**config.mk**
```make
export PLATFORM = sky130hd
export DESIGN_NAME = tlb_op_ctrl
export DESIGN_NICKNAME = d
export VERILOG_FILES = /design/src/rtl/tlb_op_ctrl_pkg.sv /design/src/rtl/tlb_op_ctrl_random_gen.sv /design/src/rtl/tlb_op_ctrl.sv
export SDC_FILE = /design/constraint.sdc
export NUM_CORES = 1
export LEC_CHECK = 0
export CAP_MARGIN = 20
export CORE_AREA = 5 5 175 177
export CTS_BUF_LIST = sky130_fd_sc_hd__clkbuf_16
export DETAILED_ROUTE_END_ITERATION = 16
export DIE_AREA = 0 0 180 182
export PLACE_DENSITY = 0.66
export SYNTH_ARGS = -nofsm -noshare
export SYNTH_HDL_FRONTEND = slang
export SYNTH_HIERARCHICAL = 1
export SYNTH_SLANG_ARGS = --single-unit
```
**constraint.sdc**
```tcl
create_clock -name clk -period 2.7 [get_ports clk]
set_input_delay 0.405 -clock clk [delete_from_list [all_inputs] [get_ports clk]]
set_output_delay 0.405 -clock clk [all_outputs]
set_load 0.03 [all_outputs]
```
**src/rtl/tlb_op_ctrl_pkg.sv**
```systemverilog
// tlb_op_ctrl_pkg: shared op encodings, FSM states, TLB cp0 bus layout and TLB size.
package tlb_op_ctrl_pkg;

    localparam int TLB_NUM_DEF = 16;

    typedef enum logic [1:0] {
        OP_TLBP  = 2'b00,
        OP_TLBR  = 2'b01,
        OP_TLBWI = 2'b10,
        OP_TLBWR = 2'b11
    } tlb_op_e;

    typedef enum logic [1:0] {
        S_IDLE   = 2'd0,
        S_EXEC   = 2'd1,
        S_COMMIT = 2'd2,
        S_FLUSH  = 2'd3
    } tlb_state_e;

    // tlb_cp0_bus = {entrylo1, entrylo0, entryhi, pagemask, probe_index}, 32 bits each
    localparam int BUS_W        = 160;
    localparam int PROBE_LSB    = 0;
    localparam int PAGEMASK_LSB = 32;
    localparam int ENTRY_W      = 128;

endpackage

```
**src/rtl/tlb_op_ctrl_random_gen.sv**
```systemverilog
// tlb_random_gen: CP0 Random counter, counts down and wraps to TLB_NUM-1 at/below Wired.
//  clk, rst   clock, synchronous active-high reset (Random = TLB_NUM-1)
//  wired      CP0 Wired value (full 32 bits; >= TLB_NUM pins Random at TLB_NUM-1)
//  wired_we   CP0 Wired write this cycle; restarts Random at TLB_NUM-1
//  value      current Random value
module tlb_random_gen #(
    parameter int TLB_NUM = 16,
    parameter int IDX_W   = $clog2(TLB_NUM)
) (
    input  logic             clk,
    input  logic             rst,
    input  logic [31:0]      wired,
    input  logic             wired_we,
    output logic [IDX_W-1:0] value
);

    localparam logic [IDX_W-1:0] TOP = IDX_W'(TLB_NUM - 1);

    logic wrap;

    // The "at or below wired" test also covers a Random that was left below a newly
    // raised Wired, so the counter never walks into the wired region.
    always_comb wrap = wired_we || (wired >= 32'(TLB_NUM)) || (value <= wired[IDX_W-1:0]);

    always_ff @(posedge clk) begin
        if (rst) value <= TOP;
        else     value <= wrap ? TOP : value - IDX_W'(1);
    end

endmodule

```
**src/rtl/tlb_op_ctrl.sv**
```systemverilog
// tlb_op_ctrl: sequences TLBP/TLBR/TLBWI/TLBWR against the TLB and writes results back to CP0.
//  clk, rst                               clock, synchronous active-high reset
//  op_valid_i, op_i, op_pc_i, cancel_i    op request from MEM; cancel blocks acceptance
//  op_ready_o, busy_o                     idle / op in flight (pipeline stall)
//  cp0_wired_i, cp0_wired_we_i            CP0 Wired value and write strobe
//  random_o                               CP0 Random, zero-extended
//  tlb_write_index_o, tlb_write_random_o  one-cycle TLB write strobes
//  tlb_cp0_bus_i                          {entrylo1, entrylo0, entryhi, pagemask, probe_index}
//  cp0_index_we_o, cp0_index_wdata_o      TLBP result to CP0 Index
//  cp0_entry_we_o, cp0_entry_wdata_o      TLBR result {entrylo1, entrylo0, entryhi, pagemask}
//  flush_o, flush_pc_o                    one-cycle flush and refetch PC (op PC + 4)
module tlb_op_ctrl
    import tlb_op_ctrl_pkg::*;
#(
    parameter int TLB_NUM = TLB_NUM_DEF,
    parameter int IDX_W   = $clog2(TLB_NUM)
) (
    input  logic               clk,
    input  logic               rst,
    input  logic               op_valid_i,
    input  logic [1:0]         op_i,
    input  logic [31:0]        op_pc_i,
    input  logic               cancel_i,
    output logic               op_ready_o,
    output logic               busy_o,
    input  logic [31:0]        cp0_wired_i,
    input  logic               cp0_wired_we_i,
    output logic [31:0]        random_o,
    output logic               tlb_write_index_o,
    output logic               tlb_write_random_o,
    input  logic [BUS_W-1:0]   tlb_cp0_bus_i,
    output logic               cp0_index_we_o,
    output logic [31:0]        cp0_index_wdata_o,
    output logic               cp0_entry_we_o,
    output logic [ENTRY_W-1:0] cp0_entry_wdata_o,
    output logic               flush_o,
    output logic [31:0]        flush_pc_o
);

    tlb_state_e         state, state_nx;
    tlb_op_e            op;
    logic [31:0]        pc;
    logic [31:0]        res_index;
    logic [ENTRY_W-1:0] res_entry;
    logic [IDX_W-1:0]   rnd;
    logic               accept;
    logic               is_write;

    tlb_random_gen #(.TLB_NUM(TLB_NUM), .IDX_W(IDX_W)) u_random (
        .clk      (clk),
        .rst      (rst),
        .wired    (cp0_wired_i),
        .wired_we (cp0_wired_we_i),
        .value    (rnd)
    );

    assign random_o = 32'(rnd);
    assign accept   = (state == S_IDLE) && op_valid_i && !cancel_i;
    assign is_write = (op == OP_TLBWI) || (op == OP_TLBWR);

    always_ff @(posedge clk) begin
        if (rst) state <= S_IDLE;
        else     state <= state_nx;
    end

    always_ff @(posedge clk) begin
        if (rst) begin
            op        <= OP_TLBP;
            pc        <= '0;
            res_index <= '0;
            res_entry <= '0;
        end else begin
            if (accept) begin
                op <= tlb_op_e'(op_i);
                pc <= op_pc_i;
            end
            if (state == S_EXEC && !is_write) begin
                res_index <= tlb_cp0_bus_i[PROBE_LSB +: 32];
                res_entry <= tlb_cp0_bus_i[PAGEMASK_LSB +: ENTRY_W];
            end
        end
    end

    // Side effects are gated by rst so a reset landing mid-op drops it in that same cycle.
    always_comb begin
        state_nx           = state;
        op_ready_o         = (state == S_IDLE);
        busy_o             = (state != S_IDLE);
        tlb_write_index_o  = 1'b0;
        tlb_write_random_o = 1'b0;
        cp0_index_we_o     = 1'b0;
        cp0_index_wdata_o  = '0;
        cp0_entry_we_o     = 1'b0;
        cp0_entry_wdata_o  = '0;
        flush_o            = 1'b0;
        flush_pc_o         = '0;
        case (state)
            S_IDLE: state_nx = accept ? S_EXEC : S_IDLE;
            S_EXEC: begin
                tlb_write_index_o  = !rst && (op == OP_TLBWI);
                tlb_write_random_o = !rst && (op == OP_TLBWR);
                state_nx           = is_write ? S_FLUSH : S_COMMIT;
            end
            S_COMMIT: begin
                cp0_index_we_o    = !rst && (op == OP_TLBP);
                cp0_index_wdata_o = cp0_index_we_o ? res_index : '0;
                cp0_entry_we_o    = !rst && (op == OP_TLBR);
                cp0_entry_wdata_o = cp0_entry_we_o ? res_entry : '0;
                state_nx          = (op == OP_TLBR) ? S_FLUSH : S_IDLE;
            end
            S_FLUSH: begin
                flush_o    = !rst;
                flush_pc_o = flush_o ? pc + 32'd4 : '0;
                state_nx   = S_IDLE;
            end
            default: state_nx = S_IDLE;
        endcase
    end

endmodule

```
---- Yosys cells after proc, flatten, opt, wreduce, memory -nomap -nowiden ----
Cells that the tools add are included.
word-level totals
  memories ................................ 0
  bits in latches ......................... 0
  bits in writable memories ............... 0
  output and inout bits ................... 231
  bits in read-only memories .............. 0
  bits in registers ....................... 200
cells by class
  multiply operators ...................... 0
  shifts and indexed selects .............. 0
  bitwise operators ....................... 0
  add/subtract/negate cells ............... 2
  $lt $le $gt $ge ......................... 2
  reductions and logical operators ........ 17
  muxes and demuxes ....................... 15
  div/mod/pow operators ................... 0
  equal/unequal tests ..................... 6
operator list
  kind                                                                    count
  128-bit two-way mux                                                     2
  32-bit two-way mux                                                      4
  32-bit by 3-bit adder with 32-bit output, second input constant         1
  32-bit by 5-bit >= comparator with 1-bit output, second input constant  1
  2-bit == test, second input constant                                    4
  2-bit one-hot mux with 4 select lines                                   1
  1-bit logical AND                                                       7
  1-bit two-way mux                                                       7
  2-bit by 1-bit == test with 1-bit output, second input constant         2
  4-bit <= comparator                                                     1
  2-bit zero test                                                         2
  4-bit by 1-bit subtractor with 4-bit output, second input constant      1
  1-bit zero test                                                         3
  1-bit logical OR                                                        3
  2-bit two-way mux                                                       1
  2-bit nonzero test                                                      1
  2-bit OR reduction                                                      1

---- Logic depth before layout (Yosys ltp) ----
Gate-level depths: netlist of the first run.
  word-level depth ........................ 5
  mapped depth ............................ 8
  gate-level depth less buffers ........... 5

---- Cells and area by module ----
Netlist of the first run, hierarchy kept.
modules (own cells, without submodules)
  module          cells an instance  times used  area each (µm²)  seq. area each (µm²)
  tlb_op_ctrl     1221               1           8848.5           3923.8
  tlb_random_gen  40                 1           351.6            80.1

---- Worst setup path before layout of the first run ----
Ideal clock, no wire load.
  path kind ............................... register to output
  start ................................... register pc[11]
  end ..................................... output flush_pc_o[28]
  data arrival time ....................... 2335 ps
  required time ........................... 2295 ps
  path slack .............................. -40 ps
  cell stages (with the launch flop) ...... 7
  path through ............................ dfxtp_1 -> nand4_2 -> or4_1 -> buf_2 -> buf_6 -> or4_1 -> a21oi_1
on the way
  longest elaborated chain between the ends .. 3
RTL lines
  item                                      RTL line            source
  start, declared                           tlb_op_ctrl.sv:42   logic [31:0] pc;
  start signal, assigned                    tlb_op_ctrl.sv:75   pc <= op_pc_i;
  32-bit by 3-bit adder with 32-bit output  tlb_op_ctrl.sv:113  flush_pc_o = flush_o ? pc + 32'd4 : '0;
  32-bit two-way mux                        tlb_op_ctrl.sv:113
  32-bit two-way mux                        tlb_op_ctrl.sv:97   case (state)
  end, declared                             tlb_op_ctrl.sv:37   output logic [31:0] flush_pc_o
No other way between the ends.

---- Worst setup path after layout of the first run ----
  start ................................... register pc[17]
  end ..................................... output flush_pc_o[24]
The elaborated chain is that of the path after synthesis.

==> results of run 1 <==
registers in the layout, indices dropped and copies added, names as in the netlist:
register / cells
op: 2
state: 2
res_index: 32
res_entry: 128
u_random/value: 4
pc: 32
tightest hold or removal path: stages (launching register included):
cell and delay (ns):
dfxtp_1 0.31, nand2_1 0.05, a21oi_1 0.05
power groups by stage:
stage | Sequential, mW | Clock, mW | Combinational, mW
finish | 3.14 | 2.49 | 0.820
global route | 3.15 | 2.70 | 0.891
CTS | 3.13 | 2.58 | 0.819
detailed placement | 3.20 | 0 | 0.810
global placement | 3.20 | 0 | 0.804
floorplan | 3.17 | 0 | 0.387
final cells by class:
cell class / count / area (sq um) / share of cell area [%]
clock buffers: 17 / 425 / 2.94
clock inverters: 14 / 139 / 0.961
flip-flops and latches: 200 / 4020 / 27.8
well taps: 390 / 488 / 3.37
inverters: 12 / 45.0 / 0.312
diodes: 3 / 7.51 / 0.0519
multi-input cells: 940 / 4870 / 33.7
repair buffers: 474 / 4460 / 30.8
path summary, 6_finish.rpt:
path,slack (ns),endpoint,start,cells past startpoint
worst max register to register,0.70,res_index[30],state[1],6
worst min register to register,0.45,res_entry[34],res_entry[34],2
worst max-delay path,-0.16,flush_pc_o[24],pc[17],6
worst min-delay path,0.45,res_entry[34],res_entry[34],2
repair_timing:
action | CTS | global route
cloned | 2 | 0
resized for setup | 51 | 42
pin swaps | 23 | 13
endpoints found under the setup margin | 21 | 59
buffers inserted | 4 | 1
placed cells by master (no fill, tap or decap), types with 6 or more instances in the layout:
cell / instances
nand3_1: 10
buf_12: 14
nor4_1: 7
conb_1: 28
o21ai_0: 8
nand2_1: 399
xnor2_1: 6
a21oi_1: 202
or3_1: 11
ha_1: 6
buf_4: 190
clkdlybuf4s50_1: 241
a21oi_2: 10
or4_4: 10
buf_6: 12
and2_1: 35
clkbuf_16: 17
inv_1: 12
dfxtp_2: 12
dlymetal6s2s_1: 6
o31ai_4: 8
nor2_1: 14
nand4_1: 9
and3_1: 133
dfxtp_1: 187
routing by layer:
metal  GRT usage [%]  vias up
met5               0        -
met4            5.46        2
met3            7.15       37
met2            33.3      387
met1            23.1     4683
li1                -     4921
logic make-up after synthesis:
kind of cell / after synthesis / synth area share [%]
adder cells (fa/ha/maj): 6 / 0.816
AO/OA/AOI/OAI: 240 / 13.6
XOR/XNOR: 11 / 1.05
AND/OR/NAND/NOR: 655 / 33.7
flip-flops: 200 / 43.5
buffers and inverters: 148 / 7.30
other: 1 / 0.0408
per-stage QoR:
step / instances / util [%] / TNS (ns) / hold slack (ns) / cell area, sq um
after global routing: 2050 / 49.7 / -2.14 / 0.468 / 14500
after CTS: 2046 / 49.2 / -1.29 / 0.454 / 14300
after detailed placement: 2009 / 46.5 / 0 / 0.442 / 13500
after floorplan: 1288 / - / 0 / 0.432 / 9310
final: 2050 / 49.7 / -1.13 / 0.452 / 14500
after global placement: 2009 / 46.5 / 0 / 0.437 / 13500
==> results.toml, run 1 <==
[worst_setup_path]
critPathRequiredTime_ns = 2.30
crit_family = "simple AND/OR/NAND/NOR gates"
critical_path.max_stage_delay_ns = 0.61
crit_buf_inv = 2
cp-end-kind = "output pin"
cp_common_cell = "or4_4"
crit_arrival_ns = 2.46
cp_slowest_cell = "or4_4"
worstSetupPathType = "register to output pin"
cp_max_fo = 6
startpoint_type = "register"
worstPathCellList = "nand3_2 > or4_4 > buf_12 > or4_4 > a21oi_2 > buf_6"

[clocking]
ctsHoldBuffers = 0
cts.sinks = 200
clock_latency_ns = 0.43
cts_buffers = 17
h-tree-depth = 4
cts_buffer_depth = 2
clk_pin_slew_ns = 0.08
cts_tree = "done"
cts_root_buf = "clkbuf_16"

[placement]
port_buffers = 433
place_congestion = 0.885
place_ws_ns = 0.164
hpwl_um = 23900

[global_routing]
grt_pass1_wl_um = 52300
gr-usage-all-layers_pct = 19.5
antenna_found_initial = 4
overflow = 0
grt_pass1_vias = 9396
grt_max_degree = 198

[timing]
relSlewSlack_pct = 37.5
post-route-period-util_pct = 106
fmax_ghz = 0.350
rsz0062_at_grt = "yes"
worst_slew_pin_slew_ns = 0.937
setup_viol = 13
report.final.slew_viol_count = 0
finalHoldViolations = 0
setup_ws_ns = -0.160
min_period_ns = 2.86
clock_skew_ns = 0.0239

[min_path]
hp-class = "register to register"

[power_and_ir_drop]
irDropWorstVdd_uv = 323
p_seq_share_pct = 48.7
swShare_pct = 26.8
power_mw = 6.44
switchingPower_mw = 1.73
power.density_nw_per_um2 = 446
p_clk_share_pct = 38.6
leakage_nw = 6.12
p_int_mw = 4.72
power_frac_comb_pct = 12.7

[routing]
vias_per_cell = 4.89
ant_nets = 0
drc = 0
drt_iter0_drc = 463
routedWlPerCell_um = 16.9
firstDrtPassIters = 5
route.met3.wl_um = 3160
topRoutingLayerUsed = "met5"
drt-met1-wl_um = 14000
wl_met2_um = 16800
wl_um = 34600
vias = 10000

[logic_synthesis]
synth-main-ff-cell = "dfxtp_1"
synth_area_per_cell_sq_um = 7.30
synthTopCellsByCount = "399 x nand2_1, 212 x a21oi_1, 200 x dfxtp_1, 133 x and3_1, 103 x clkbuf_1"
synth_seq_area_share_pct = 43.5
yosys.area.top_type = "dfxtp_1"
yosys.area.top_type_share_pct = 43.5
synthTopCellsByArea = "dfxtp_1 44%, nand2_1 16%, a21oi_1 12%"
synth_seq_cells = 200
synth_warnings = 6
synth_edf_count = 0
syn_inst = 1261
synth.distinct_cells = 39
synthArstFlopShare_pct = 0
yosysMostFrequentCell = "nand2_1"
synth.cell_area_sq_um = 9200

[status]
violations = "setup timing"
status = "finished, violations left"

[floorplan]
num_rows = 63
fp.dieW_um = 180
fp.dieH_um = 182
ios = 462
core_area_sq_um = 29100
die-area_sq_um = 32800
start_util_pct = 31.6

[finish]
nets = 1882
fillers = 2846
area_delta_synth_final_pct = 57.2
drive_gt1_share_pct = 18.6

[run]
drv_cap = 0
(Power assumes the default switching activity.)
==> inputs of run 2 (changes only) <==
--- a/config.mk
+++ b/config.mk
@@ -11,6 +11,7 @@
 export DETAILED_ROUTE_END_ITERATION = 16
 export DIE_AREA = 0 0 180 182
 export PLACE_DENSITY = 0.66
+export SETUP_SLACK_MARGIN = 0.15
 export SYNTH_ARGS = -nofsm -noshare
 export SYNTH_HDL_FRONTEND = slang
 export SYNTH_HIERARCHICAL = 1
==> run 2 against run 1 <==
  * The flow still finishes with violations (setup timing)
  * Clock skew decreased by 0.0095 ns
  * Combinational power decreased by 0.5%
  * Count of clock-buffer cells in the layout unchanged
  * Critical path depth unchanged
  * Setup slack improved by 0.027 ns
  * Global-route usage increased by 0.72 points
  * Power about the same
  * Sequential cell count unchanged
  * Highest routed layer unchanged
==> results.toml, run 2 (synthesis gave the netlist of run 1 again) <==
[finish]
fin_area_sq_um = 14300
largest_register = "res_entry"
largestRegisters = "res_entry: 128 flops, pc: 32 flops, res_index: 32 flops"
final_common_cell = "nand2_1"
area_delta_synth_final_pct = 55.7
nets = 1880
largest_register_ffs = 128
final_cell_mix = "399 x nand2_1, 235 x clkdlybuf4s50_1, 199 x a21oi_1, 188 x buf_4, 185 x dfxtp_1"
drive_gt1_share_pct = 18.8
fillers = 2855

[routing]
firstDrtPassIters = 5
ant_nets = 0
wl_um = 34900
routedWlPerCell_um = 17.0
drt_iter0_drc = 560
vias_per_cell = 4.83
drc = 0
vias = 9899

[clocking]
cts_tree = "done"
clk_pin_slew_ns = 0.07
ctsHoldBuffers = 0
cts_buffers = 17
clock_latency_ns = 0.44
cts_buffer_depth = 2
h-tree-depth = 4
cts.sinks = 200
cts_root_buf = "clkbuf_16"

[worst_setup_path]
startpoint_type = "register"
crit_arrival_ns = 2.43
cp-end-kind = "output pin"
worstSetupPathType = "register to output pin"
critPathRequiredTime_ns = 2.30
cp_max_fo = 11

[placement]
place_area_sq_um = 13500
port_buffers = 433
place_congestion = 0.866
hpwl_um = 24700

[floorplan]
fp.dieH_um = 182
core_area_sq_um = 29100
fp.dieW_um = 180
die-area_sq_um = 32800
start_util_pct = 31.6
num_rows = 63
ios = 462

[power_and_ir_drop]
power_frac_comb_pct = 12.7
swShare_pct = 26.1
leakage_nw = 6.00
irDropWorstVdd_uv = 343
switchingPower_mw = 1.68
power_mw = 6.44
p_seq_share_pct = 48.6
power.density_nw_per_um2 = 450
p_int_mw = 4.76
p_clk_share_pct = 38.7

[global_routing]
antenna_found_initial = 3
grt_max_degree = 198
grt_pass1_vias = 9647
grt_pass1_wl_um = 53800
gr-usage-all-layers_pct = 20.2
overflow = 0

[timing]
rsz0062_at_grt = "yes"
report.final.slew_viol_count = 0
setup_ws_ns = -0.133
post-route-period-util_pct = 105
worst_slew_pin_slew_ns = 1.08
setup_viol = 11
fmax_ghz = 0.353
finalHoldViolations = 0
clock_skew_ns = 0.0144
fin_tns_setup_ns = -1.30
min_period_ns = 2.83
relSlewSlack_pct = 28.3

[run]
drv_cap = 0

[status]
violations = "setup timing"
status = "finished, violations left"

[min_path]
hp-class = "register to register"
==> run 2: worst paths after layout <==
check,depth (start not counted),end,startpoint,slack [ns]
max,6,flush_pc_o[23],pc[18],-0.13
min reg2reg,2,res_entry[18],res_entry[18],0.45
max reg2reg,6,res_entry[56],state[1],0.75
min,2,res_entry[18],res_entry[18],0.45
==> run 2: worst max-delay path, stage by stage (launching register included) <==
cell and delay [ns]:
dfxtp_2 0.37, nand3_2 0.08, or4_4 0.56, buf_12 0.16
or4_4 0.51, a21oi_2 0.15, buf_6 0.14
==> run 2: stage by stage <==
| step | utilization, % | std cells | hold WS [ns] | worst slack (ns) |
|---|---|---|---|---|
| global route | 49.2 | 2048 | 0.465 | -0.228 |
| finish | 49.2 | 2048 | 0.450 | -0.133 |
| detailed placement | 46.5 | 2008 | 0.442 | 0.0654 |
| CTS | 49.1 | 2046 | 0.452 | -0.144 |
| global placement | 46.5 | 2008 | 0.437 | 0.129 |
| floorplan | - | 1288 | 0.432 | 0.112 |
==> run 2: layout make-up <==
cell class | instances | area, sq um | area share, %
sequential | 200 | 4050 | 28.2
clock buffer | 17 | 425 | 2.97
antenna | 2 | 5.00 | 0.0349
multi-input combinational | 940 | 4820 | 33.7
timing repair buffer | 472 | 4360 | 30.5
tap | 390 | 488 | 3.41
clock inverter | 15 | 129 | 0.900
inverter | 12 | 45.0 | 0.315
==> run 2: per-layer routing <==
layer,wire length [um],GRT usage [%]
met5,12,0
met4,1050,7.47
met3,3150,7.83
met2,16800,34.1
met1,13900,23.3
==> run 2: power groups by stage <==
stage / sequential [mW] / clock (mW) / combinational, mW
2_1_floorplan: 3.17 / 0 / 0.389
3_3_place_gp: 3.20 / 0 / 0.803
3_5_place_dp: 3.20 / 0 / 0.810
4_1_cts: 3.13 / 2.57 / 0.819
5_1_grt: 3.15 / 2.70 / 0.891
6_report: 3.13 / 2.49 / 0.816
==> run 2: repair_timing <==
item | in CTS | in global routing
cloned | 1 | 0
pin swaps | 8 | 5
endpoints found under the hold margin | 0 | 0
gates resized for setup | 89 | 30
setup endpoints to repair | 34 | 80
setup buffers | 5 | 0
==> inputs of run 3 (changes only) <==
--- a/config.mk
+++ b/config.mk
@@ -6,12 +6,13 @@
 export NUM_CORES = 1
 export LEC_CHECK = 0
 export CAP_MARGIN = 20
-export CORE_AREA = 5 5 175 177
+export CORE_AREA = 5 5 176 178
 export CTS_BUF_LIST = sky130_fd_sc_hd__clkbuf_16
 export DETAILED_ROUTE_END_ITERATION = 16
-export DIE_AREA = 0 0 180 182
-export PLACE_DENSITY = 0.66
+export DIE_AREA = 0 0 181 183
+export DONT_BUFFER_PORTS = 1
 export SETUP_SLACK_MARGIN = 0.15
+export SKIP_LAST_GASP = 1
 export SYNTH_ARGS = -nofsm -noshare
 export SYNTH_HDL_FRONTEND = slang
 export SYNTH_HIERARCHICAL = 1
==> run 3 against run 2 <==
  * The run still ends with setup timing left
  * Combinational power shrank 48%
  * Setup slack better by 0.024 ns
  * Non-clock buffer count fell by 379
  * Fmax grew 0.85%
  * Critical path depth unchanged
  * Worst hold slack worse by 0.39 ns
  * Critical endpoint is now flush_pc_o[22]
  * Largest power group unchanged
  * First-iteration DRC count is 0.18% higher
  * Highest routed layer is now met4
  * Final cell count shrank 19%
  * Global-route usage fell by 2.6 points
  * Final area fell by 25%
  * Sequential share of layout area up 9.0 points
  * Power fell by 5.2%
==> results.toml, run 3 (synthesis gave the netlist of run 1 again) <==
[status]
status = "finished, violations left"
violations = "setup timing"

[timing]
clock_skew_ns = 0.0133
min_period_ns = 2.81
fmax_ghz = 0.356
setup_ws_ns = -0.109
setup_viol = 8
finalHoldViolations = 0
report.final.slew_viol_count = 0
rsz0062_at_grt = "yes"
worst_slew_pin_slew_ns = 0.907
post-route-period-util_pct = 104
relSlewSlack_pct = 39.3

[routing]
wl_um = 31600
drt_iter0_drc = 561
vias = 8623
drc = 0
vias_per_cell = 5.17
firstDrtPassIters = 5
routedWlPerCell_um = 19.0
ant_nets = 0

[worst_setup_path]
worstSetupPathType = "register to output pin"
crit_buf_inv = 2
crit_arrival_ns = 2.40
cp-end-kind = "output pin"
startpoint_type = "register"
worstPathCellList = "nand4_1 > or4_4 > buf_6 > or4_4 > a21oi_2 > buf_6"
critical_path.max_stage_delay_ns = 0.58
cp_slowest_cell = "or4_4"
crit_family = "simple AND/OR/NAND/NOR gates"
critPathRequiredTime_ns = 2.30
cp_max_fo = 6

[finish]
largest_register_ffs = 128
fin_cells = 1669
largestRegisters = "res_entry: 128 flops, pc: 32 flops, res_index: 32 flops"
final_cell_mix = "398 x nand2_1, 200 x a21oi_1, 187 x dfxtp_1, 128 x and3_1, 69 x buf_4"
seqCellArea_sq_um = 4030
fillers = 3083
nets = 1501
final_common_cell = "nand2_1"
area_delta_synth_final_pct = 17.5
multi_input_area_sq_um = 4780
drive_gt1_share_pct = 13.9
largest_register = "res_entry"

[global_routing]
gr-usage-all-layers_pct = 17.6
antenna_found_initial = 1
overflow = 0
grt_use_met2_pct = 30.5
grt_pass1_vias = 8472
met1_usage_pct = 20.1
grt_max_degree = 200
grt_pass1_wl_um = 47100
grt_util_met3_pct = 6.96
grt-busiest-layer = "met2"

[power_and_ir_drop]
p_int_mw = 4.49
p_clk_share_pct = 41.6
p_seq_share_pct = 51.4
irDropWorstVdd_uv = 321
power.density_nw_per_um2 = 565
leakage_nw = 4.25
swShare_pct = 26.4
switchingPower_mw = 1.61
power_frac_comb_pct = 7.0

[placement]
port_buffers = 0
dp.cells = 1628
hpwl_um = 21300
place_ws_ns = 0.132
place_congestion = 0.869

[floorplan]
core_area_sq_um = 29200
fp.dieW_um = 181
fp.dieH_um = 183
ios = 462
num_rows = 63
start_util_pct = 31.5
die-area_sq_um = 33100

[clocking]
cts_buffer_depth = 2
clock_latency_ns = 0.43
cts.sinks = 200
h-tree-depth = 4
cts_root_buf = "clkbuf_16"
clk_pin_slew_ns = 0.08
cts_buffers = 17
cts_tree = "done"

[run]
drv_cap = 0

[min_path]
hp-class = "input pin to register"
==> run 3: cell types whose count changed in the layout (fill, tap and decap cells not counted), sizes merged <==
cell	before	now
clkdlybuf4s50	235	0
inv	17	19
clkdlybuf4s15	4	0
dlygate4sd2	11	0
clkinv	7	5
clkbuf	20	18
buf	218	92
dlymetal6s2s	1	0
==> run 3: repair_timing <==
item / 4_1_cts / 5_1_grt
hold buffers: 0 / 0
gates cloned: 3 / 1
buffers inserted: 1 / 2
setup endpoints to repair: 40 / 156
pin swaps: 25 / 4
gates resized for setup: 37 / 12
==> run 3: cell type report <==
cell class,count,share of cell area (%)
antenna,2,0.0463
inverter,12,0.417
clock buffer,17,3.94
tap,390,4.51
sequential,200,37.2
multi-input combinational,940,44.3
clock inverter,15,1.35
timing repair buffer,93,8.24
==> run 3: path summary, 6_finish.rpt <==
kind / startpoint / end / slack [ns] / cells past startpoint
max: pc[15] / flush_pc_o[22] / -0.11 / 6
min: rst / res_entry[21] / 0.06 / 1
max reg2reg: state[0] / pc[7] / 0.58 / 5
min reg2reg: res_entry[13] / res_entry[13] / 0.45 / 2
==> run 3: worst register-to-register path, cell delays in order, from the launching register on <==
cell and delay, ns:
dfxtp_1 0.41, nor2_1 0.74, nand3b_1 0.40, buf_4 0.32
nand2_1 0.08, a21oi_1 0.06
==> run 3: layer usage <==
| metal | vias up | wire (um) |
|---|---|---|
| li1 | 4158 | - |
| met3 | 37 | 3210 |
| met5 | - | 0 |
| met2 | 399 | 15600 |
| met4 | 0 | 651 |
| met1 | 4029 | 12200 |
==> run 3: metrics by stage <==
stage	utilization, %	cell area (sq um)	total power [mW]	setup TNS [ns]	hold WS (ns)
4_1_cts	36.7	10700	6.18	-0.684	0.0243
6_report	37.0	10800	6.10	-0.553	0.0643
5_1_grt	36.9	10800	6.38	-1.22	0.0241
3_5_place_dp	34.2	10000	3.62	0	0.439
3_3_place_gp	34.2	10000	3.61	0	0.434
2_1_floorplan	-	9360	3.56	0	0.432
==> run 3: power groups by stage <==
stage	registers, mW	logic (mW)	clock network [mW]
6_report	3.14	0.427	2.54
3_3_place_gp	3.20	0.410	0
4_1_cts	3.13	0.425	2.62
3_5_place_dp	3.20	0.419	0
5_1_grt	3.15	0.479	2.75
2_1_floorplan	3.17	0.389	0
